File: src/rtl/led_pattern_gen.sv
// LED pattern engine: divides CLOCK_50 to a step tick and drives LEDG in BLINK, CHASE,
// BOUNCE or PWM BREATHE mode. The tick is exported for other blocks.
module led_pattern_gen #(
   parameter int unsigned CLK_HZ   = 50_000_000,
   parameter int unsigned TICK_HZ  = 2,
   parameter int unsigned N_LEDS   = 8,
   parameter int unsigned PWM_BITS = 8,
   parameter int unsigned DUTY_DIV = 1024
) (
   input  logic              CLOCK_50,
   input  logic              KEY0,
   input  logic              enable,
   input  logic [1:0]        mode,
   output logic [N_LEDS-1:0] LEDG,
   output logic              tick
);

   localparam int unsigned DIV   = CLK_HZ / TICK_HZ;
   localparam int unsigned PRE_W = $clog2(DIV);
   localparam int unsigned DD_W  = (DUTY_DIV > 1) ? $clog2(DUTY_DIV) : 1;
   localparam logic [PWM_BITS-1:0] DUTY_MAX = '1;

   typedef enum logic [1:0] {
      ModeBlink   = 2'b00,
      ModeChase   = 2'b01,
      ModeBounce  = 2'b10,
      ModeBreathe = 2'b11
   } mode_e;

   logic [1:0]          mode_m_q, mode_s_q;
   mode_e               mode_q, mode_d;
   logic [PRE_W-1:0]    presc_q, presc_d;
   logic                tick_q, tick_d;
   logic [N_LEDS-1:0]   pattern_q, pattern_d;
   logic                dir_q, dir_d;          // 0 = left (towards MSB)
   logic [PWM_BITS-1:0] duty_q, duty_d;
   logic                duty_dir_q, duty_dir_d; // 0 = up
   logic [PWM_BITS-1:0] pwm_q, pwm_d;
   logic [DD_W-1:0]     ddiv_q, ddiv_d;
   logic [N_LEDS-1:0]   led_q, led_d;
   logic                mode_chg;

   always_ff @(posedge CLOCK_50 or negedge KEY0) begin
      if (!KEY0) begin
         mode_m_q   <= 2'b00;
         mode_s_q   <= 2'b00;
         mode_q     <= ModeBlink;
         presc_q    <= '0;
         tick_q     <= 1'b0;
         pattern_q  <= '0;
         dir_q      <= 1'b0;
         duty_q     <= '0;
         duty_dir_q <= 1'b0;
         pwm_q      <= '0;
         ddiv_q     <= '0;
         led_q      <= '0;
      end else begin
         mode_m_q   <= mode;
         mode_s_q   <= mode_m_q;
         mode_q     <= mode_d;
         presc_q    <= presc_d;
         tick_q     <= tick_d;
         pattern_q  <= pattern_d;
         dir_q      <= dir_d;
         duty_q     <= duty_d;
         duty_dir_q <= duty_dir_d;
         pwm_q      <= pwm_d;
         ddiv_q     <= ddiv_d;
         led_q      <= led_d;
      end
   end

   assign mode_chg = (mode_e'(mode_s_q) != mode_q);

   always_comb begin
      mode_d     = mode_q;
      presc_d    = presc_q;
      tick_d     = 1'b0;
      pattern_d  = pattern_q;
      dir_d      = dir_q;
      duty_d     = duty_q;
      duty_dir_d = duty_dir_q;
      pwm_d      = pwm_q;
      ddiv_d     = ddiv_q;
      led_d      = led_q;

      if (mode_chg) begin
         // A mode change re-initialises everything and suppresses any pending step.
         mode_d     = mode_e'(mode_s_q);
         presc_d    = '0;
         dir_d      = 1'b0;
         duty_d     = '0;
         duty_dir_d = 1'b0;
         pwm_d      = '0;
         ddiv_d     = '0;
         if (mode_d == ModeChase || mode_d == ModeBounce) begin
            pattern_d = N_LEDS'(1);
         end else begin
            pattern_d = '0;
         end
         led_d = pattern_d;
      end else if (enable) begin
         pwm_d = pwm_q + 1'b1;

         if (ddiv_q == DD_W'(DUTY_DIV - 1)) begin
            ddiv_d = '0;
            if (!duty_dir_q) begin
               duty_d = duty_q + 1'b1;
               if (duty_d == DUTY_MAX) duty_dir_d = 1'b1;
            end else begin
               duty_d = duty_q - 1'b1;
               if (duty_d == '0) duty_dir_d = 1'b0;
            end
         end else begin
            ddiv_d = ddiv_q + 1'b1;
         end

         if (presc_q == PRE_W'(DIV - 1)) begin
            presc_d = '0;
            tick_d  = 1'b1;
            unique case (mode_q)
               ModeBlink: pattern_d = ~pattern_q;
               ModeChase: pattern_d = (pattern_q << 1) | (pattern_q >> (N_LEDS - 1));
               ModeBounce: begin
                  // Direction flips on the step that reaches an end, so end LEDs never repeat.
                  if (N_LEDS == 1) begin
                     pattern_d = pattern_q;
                  end else if (!dir_q) begin
                     pattern_d = pattern_q << 1;
                     if (pattern_d[N_LEDS-1]) dir_d = 1'b1;
                  end else begin
                     pattern_d = pattern_q >> 1;
                     if (pattern_d[0]) dir_d = 1'b0;
                  end
               end
               ModeBreathe: pattern_d = pattern_q;
               default: pattern_d = pattern_q;
            endcase
         end else begin
            presc_d = presc_q + 1'b1;
         end

         if (mode_q == ModeBreathe) begin
            led_d = (pwm_q < duty_q) ? '1 : '0;
         end else begin
            led_d = pattern_d;
         end
      end
   end

   assign LEDG = led_q;
   assign tick = tick_q;

endmodule

File: config.mk
export PLATFORM = sky130hd
export DESIGN_NAME = led_pattern_gen
export DESIGN_NICKNAME = d
export VERILOG_FILES = /design/src/rtl/led_pattern_gen.sv
export SDC_FILE = /design/constraint.sdc
export NUM_CORES = 1
export LEC_CHECK = 0
export CAP_MARGIN = 25
export CORE_ASPECT_RATIO = 1.2
export CORE_MARGIN = 10
export CORE_UTILIZATION = 25
export DETAILED_ROUTE_END_ITERATION = 10
export HOLD_SLACK_MARGIN = 0.02
export SLEW_MARGIN = 20
export SYNTH_ARGS = -nofsm -noshare
export SYNTH_HDL_FRONTEND = slang
export SYNTH_SLANG_ARGS = --single-unit
File: constraint.sdc
create_clock -name CLOCK_50 -period 2.55 [get_ports CLOCK_50]
set_input_delay 0.255 -clock CLOCK_50 [delete_from_list [all_inputs] [get_ports CLOCK_50]]
set_output_delay 0.255 -clock CLOCK_50 [all_outputs]
set_load 0.05 [all_outputs]
* Word level (Yosys, flattened, before mapping)
Index checks and enable logic that the tools add are counted.
Storage, ports and cells: register bits 76, output and inout bits 9, logic and storage cells 76
Operators by class: add/subtract/negate cells 5, magnitude comparators 1, equality and inequality tests 9, multiplexer cells 38, bitwise gates (word level) 2, reductions and logical operators 9
Operators with widths (number):
- 8-bit 2-to-1 mux | 14
- 25-bit 2-to-1 mux | 3
- 8-bit case mux with 4 select lines | 1
- 10-bit 2-to-1 mux | 3
- 25-bit by 1-bit adder with 25-bit output, second input constant | 1
- 25-bit == test, second input constant | 1
- 1-bit 2-to-1 mux | 17
- 8-bit by 1-bit adder with 8-bit output, second input constant | 2
- 10-bit by 1-bit adder with 10-bit output, second input constant | 1
- 10-bit == test, second input constant | 1
- 8-bit == test, second input constant | 1
- 8-bit zero test | 1
- 8-bit less-than comparator | 1
- 8-bit NOT | 1
- 8-bit by 1-bit OR with 8-bit output | 1
- 2-bit nonzero test | 4
- 8-bit by 1-bit subtractor with 8-bit output, second input constant | 1
- 2-bit == test, second input constant | 3
- 2-bit by 1-bit == test with 1-bit output, second input constant | 2
- 3-bit AND reduction | 1
- 2-bit zero test | 1
- 2-bit != test | 1
- 2-bit AND reduction | 1
- 1-bit logical OR | 1

* Logic depth before layout (Yosys ltp)
word-level depth 7, mapped depth 9, depth with buffers taken out 7

* Least setup slack after synthesis
OpenSTA, ideal clock, no wires.
kind reg-to-reg, from register duty_q[1], to register led_q[0] (netlist: LEDG[0]), library setup time 0.086 ns, arrival time 1.913 ns, slack 0.551 ns, cell stages (with the launch flop) 9, buffers on the path 1, cells stage by stage dfrtp_1 -> inv_1 -> ha_1 -> a21o_1 -> a211o_1 -> a32o_1 -> or2_0 -> clkbuf_2 -> o221ai_2
On the way: word-level cells in the longest chain between the ends 5
Ends and longest elaborated chain:
- start: declaration | RTL line 36 | logic [PWM_BITS-1:0] duty_q, duty_d;
- start signal: assignment | RTL line 65 | duty_q <= duty_d;
- 8-bit less-than comparator | RTL line 144 | led_d = (pwm_q < duty_q) ? '1 : '0;
- 8-bit 2-to-1 mux | RTL line 144
- 8-bit 2-to-1 mux | RTL line 143 | if (mode_q == ModeBreathe) begin
- 8-bit 2-to-1 mux | RTL line 102 | end else if (enable) begin
- 8-bit 2-to-1 mux | RTL line 87 | if (mode_chg) begin
- end signal: assignment | RTL line 69 | led_q <= led_d;
- end: declaration | RTL line 40 | logic [N_LEDS-1:0] led_q, led_d;
Every way passes these cells. The select of a mux whose other input is x is not followed. A chain may end at the register's enable or synchronous reset.

* Worst setup path in the final report
from register presc_q[0], to register led_q[2] (netlist: LEDG[2])
On the way: word-level cells in the longest chain between the ends 5
Ends and longest elaborated chain:
- start: declaration | RTL line 32 | logic [PRE_W-1:0] presc_q, presc_d;
- start signal: assignment | RTL line 61 | presc_q <= presc_d;
- 25-bit == test | RTL line 118 | if (presc_q == PRE_W'(DIV - 1)) begin
- 8-bit 2-to-1 mux | RTL line 118
- 8-bit 2-to-1 mux | RTL line 143
- 8-bit 2-to-1 mux | RTL line 102
- 8-bit 2-to-1 mux | RTL line 87
Every way passes these cells. The select of a mux whose other input is x is not followed.

==> impl_metrics.csv <==
group,metric,value,unit
run_status,status,"finished, final reports clean",
final_layout,final_cell_mix,"76 x dfrtp_1, 64 x nor2_1, 45 x nand2_1",
sta,hold_violations,0,
sta,rsz0062_at_grt,"false",
synthesis,ys.flop_type,"dfrtp_1",
synthesis,synthTopCellsByArea,"dfrtp_1 44%, nor2_1 5.5%, xor2_1 5.4%, ha_1 4.0%, nand2_1 3.9%",
sta,clock_skew,0.00602,ns
global_routing,grt_util_all_layers,8.86,%
pwr,peakVddDrop,0.000255,V
die,core_area,17000,um2
sta,worst_pin_slew,0.586,ns
final_layout,drive_above_1_share,8.69,%
cts,cts.path.max_buffers,2,
synthesis,syn-num-nets,500,
synthesis,synth-xor-area-share,9.07,%
detailed_routing,via_per_inst,4.90,
sta,max-slew-margin-rel,61.0,%
sta,fin_crit_sh,88.7,%
global_routing,grt_pass1_vias,3362,
place,gp_congestion,0.833,
detailed_routing,wl_per_cell,13.7,um
sta,finalSetupViolCount,0,
worst_setup_path,crit_fanout,15,
worst_setup_path,cp.arrival,2.51,ns
worst_setup_path,slowest_delay,0.62,ns
die,die_h,164,um
final_layout,insertedDiodeCount,0,
worst_setup_path,worstSetupStartpointType,"flip-flop",
synthesis,synthSimpleGateAreaFrac,22.9,%
cts,cts_made_buffers,9,
synthesis,syn-instance-count,481,
die,die-area,23100,um2
synthesis,synthMuxAreaShare,2.59,%
pwr,total_power,2.96,mW
synthesis,syn_area,4350,um2
cts,insertion_delay,0.34,ns
global_routing,antenna_found_initial,0,
synthesis,ys_warn_count,0,
final_layout,syn_to_final_growth,17.4,%
sta,setup_tns,0,ns
synthesis,ys_async_sr_fraction,100,%
detailed_routing,route.vias.total,3483,
worst_setup_path,cp-end-kind,"flip-flop",
synthesis,synth_top_family_by_area,"simple AND/OR/NAND/NOR gates",
place,port_buffers,13,
final_layout,nets,509,
worst_setup_path,crit_path_top_delay_cell,"or3_1",
cts,path_clk_slew,0.06,ns
final_layout,seq_area,1900,um2
sta,slew_violations,0,
synthesis,yosysUniqueCellTypes,53,
die,row_count,52,
detailed_routing,drc,0,
final_layout,final_common_cell,"dfrtp_1",
sta,max_clock_freq,442,MHz
synthesis,synth_edf_count,0,
cts,clkSinkCount,76,
worst_setup_path,cp.required,2.80,ns
final_layout,fillCellCount,1742,
global_routing,grt_pass1_wl,17000,um
die,boundaryPins,14,
cts,htree_levels,3,
global_routing,grt_max_degree,77,
synthesis,synth_top_area_share,43.8,%
pwr,p_per_area,581,nW/um2
synthesis,syn_avg_cell_area,9.03,um2
global_routing,grt_overflow,0,
pwr,leakage,2.05,nW
synthesis,yosysTopAreaCell,"dfrtp_1",
detailed_routing,postRouteAntennaNets,0,
cts,clock-root-buffer,"clkbuf_16",
synthesis,synth.yosys.seq_area_share,43.8,%
place,dpl.hpwl,6980,um
detailed_routing,drtIter0Drc,357,
detailed_routing,drtPass1Iterations,5,
synthesis,synth-seq-cells,76,
worst_setup_path,critPathKind,"reg2reg",
run,maxCapViolCount,0,
die,start_util,25.6,%
die,die-width,140,um
detailed_routing,routed_wirelength,9770,um
cts,cts_resized,0,
sta,fin_crit,2.26,ns
worst_setup_path,cp_cell_sequence,"ha_1 -> and4_1 -> nand2_1 -> or3_1 -> a211oi_1 -> a21oi_1 -> o22ai_1",
synthesis,synth_compound_area_share,13.5,%
hold_path,min_path_type,"reg2reg",
cts,tritoncts,"built",
synthesis,synth_fa_ha_area_share,4.03,%
final_layout,multiInputGateArea,2270,um2
==> cell usage after synthesis (2+ instances only) <==
cell type and n:
a21oi_1 31, o22ai_1 8, clkbuf_2 2, nand2_1 45
a211oi_1 12, ha_1 14, nand3b_1 2, xor2_1 27
mux2i_1 9, a21o_1 3, o211ai_1 2, a31oi_1 4
o21ai_0 18, nand4_1 18, dfrtp_1 76, buf_2 6
and2_1 2, inv_1 12, mux2_2 2, nand3_1 20
and4_1 4, xnor2_1 18, a22o_1 3, nand2b_1 2
nor4b_1 2, clkbuf_1 20, or3_1 9, nor3_1 11
and3_1 12, nor2_1 64
==> registers in the layout, indices dropped and copies added, names as in the netlist <==
name        flops
LEDG            8
ddiv_q         10
dir_q           1
duty_dir_q      1
duty_q          8
mode_m_q        2
mode_q          2
mode_s_q        2
pattern_q       8
presc_q        25
pwm_q           8
tick            1
==> cell type report <==
cell class                      instances  area share (%)
Clock buffer                           12            5.03
Clock inverter                          4            1.86
Inverter                               14            1.03
Multi-Input combinational cell        362            44.5
Sequential cell                        76            37.3
Tap cell                              216            5.30
Timing Repair Buffer                   27            5.00
==> kinds of logic (layout without fill, tap and decap cells) <==
| kind of cell | count (synthesis) | after routing |
|---|---|---|
| buffers and inverters | 43 | 57 |
| AND/OR/NAND/NOR | 199 | 199 |
| multiplexers | 11 | 11 |
| XOR/XNOR | 45 | 45 |
| flip-flops | 76 | 76 |
| AO/OA/AOI/OAI | 93 | 93 |
| adder cells (fa/ha/maj) | 14 | 14 |
==> final timing paths <==
path | cells after the start | endpoint | startpoint | slack (ns)
max in group asynchronous | 3 | presc_q[15] | KEY0 | 1.59
hold reg to reg | 0 | mode_s_q[0] | mode_m_q[0] | 0.35
hold / removal | 0 | mode_s_q[0] | mode_m_q[0] | 0.35
setup reg to reg | 7 | LEDG[2] | presc_q[0] | 0.29
setup / recovery | 7 | LEDG[2] | presc_q[0] | 0.29
min in group asynchronous | 2 | duty_q[3] | KEY0 | 0.40
==> through the flow <==
step                instance area (um2)  setup WS (ns)  hold WS (ns)  cells  util, %
floorplan                          4350          0.551       -0.0406    481        -
global placement                   4710          0.360         0.334    693     27.7
global route                       5100         0.0215         0.341    711     30.0
detailed placement                 4710          0.296         0.336    693     27.7
finish                             5100          0.289         0.346    711     30.0
CTS                                5060          0.264         0.121    709     29.8
==> per-layer routing <==
layer	vias up	global-route usage (%)	part of all wire, %
met5	-	0	0
met4	0	3.20	1.3
met3	7	2.50	3.3
met2	55	14.9	50
met1	1713	10.6	45
li1	1708	-	-
==> worst max-delay path: cells and delay by family (launching register included) <==
| kind | cells | cell delay [ns] |
|---|---|---|
| compound gates | 3 | 0.56 |
| simple gates | 3 | 0.95 |
| flops | 1 | 0.41 |
| fa+ha+maj | 1 | 0.23 |
==> where the power goes <==
part / switching [mW] / leakage, nW / internal (mW)
sequential: 0.0251 / 1.04 / 1.22
clock: 0.489 / 0.173 / 1.01
combinational: 0.145 / 0.832 / 0.0718
==> timing repair <==
item / CTS / global route
setup endpoints to repair: 0 / 0
hold buffers: 0 / 1
endpoints found under the hold margin: 0 / 24
buffers inserted: 0 / 0
Note: power is estimated with default switching activity, not from simulation.
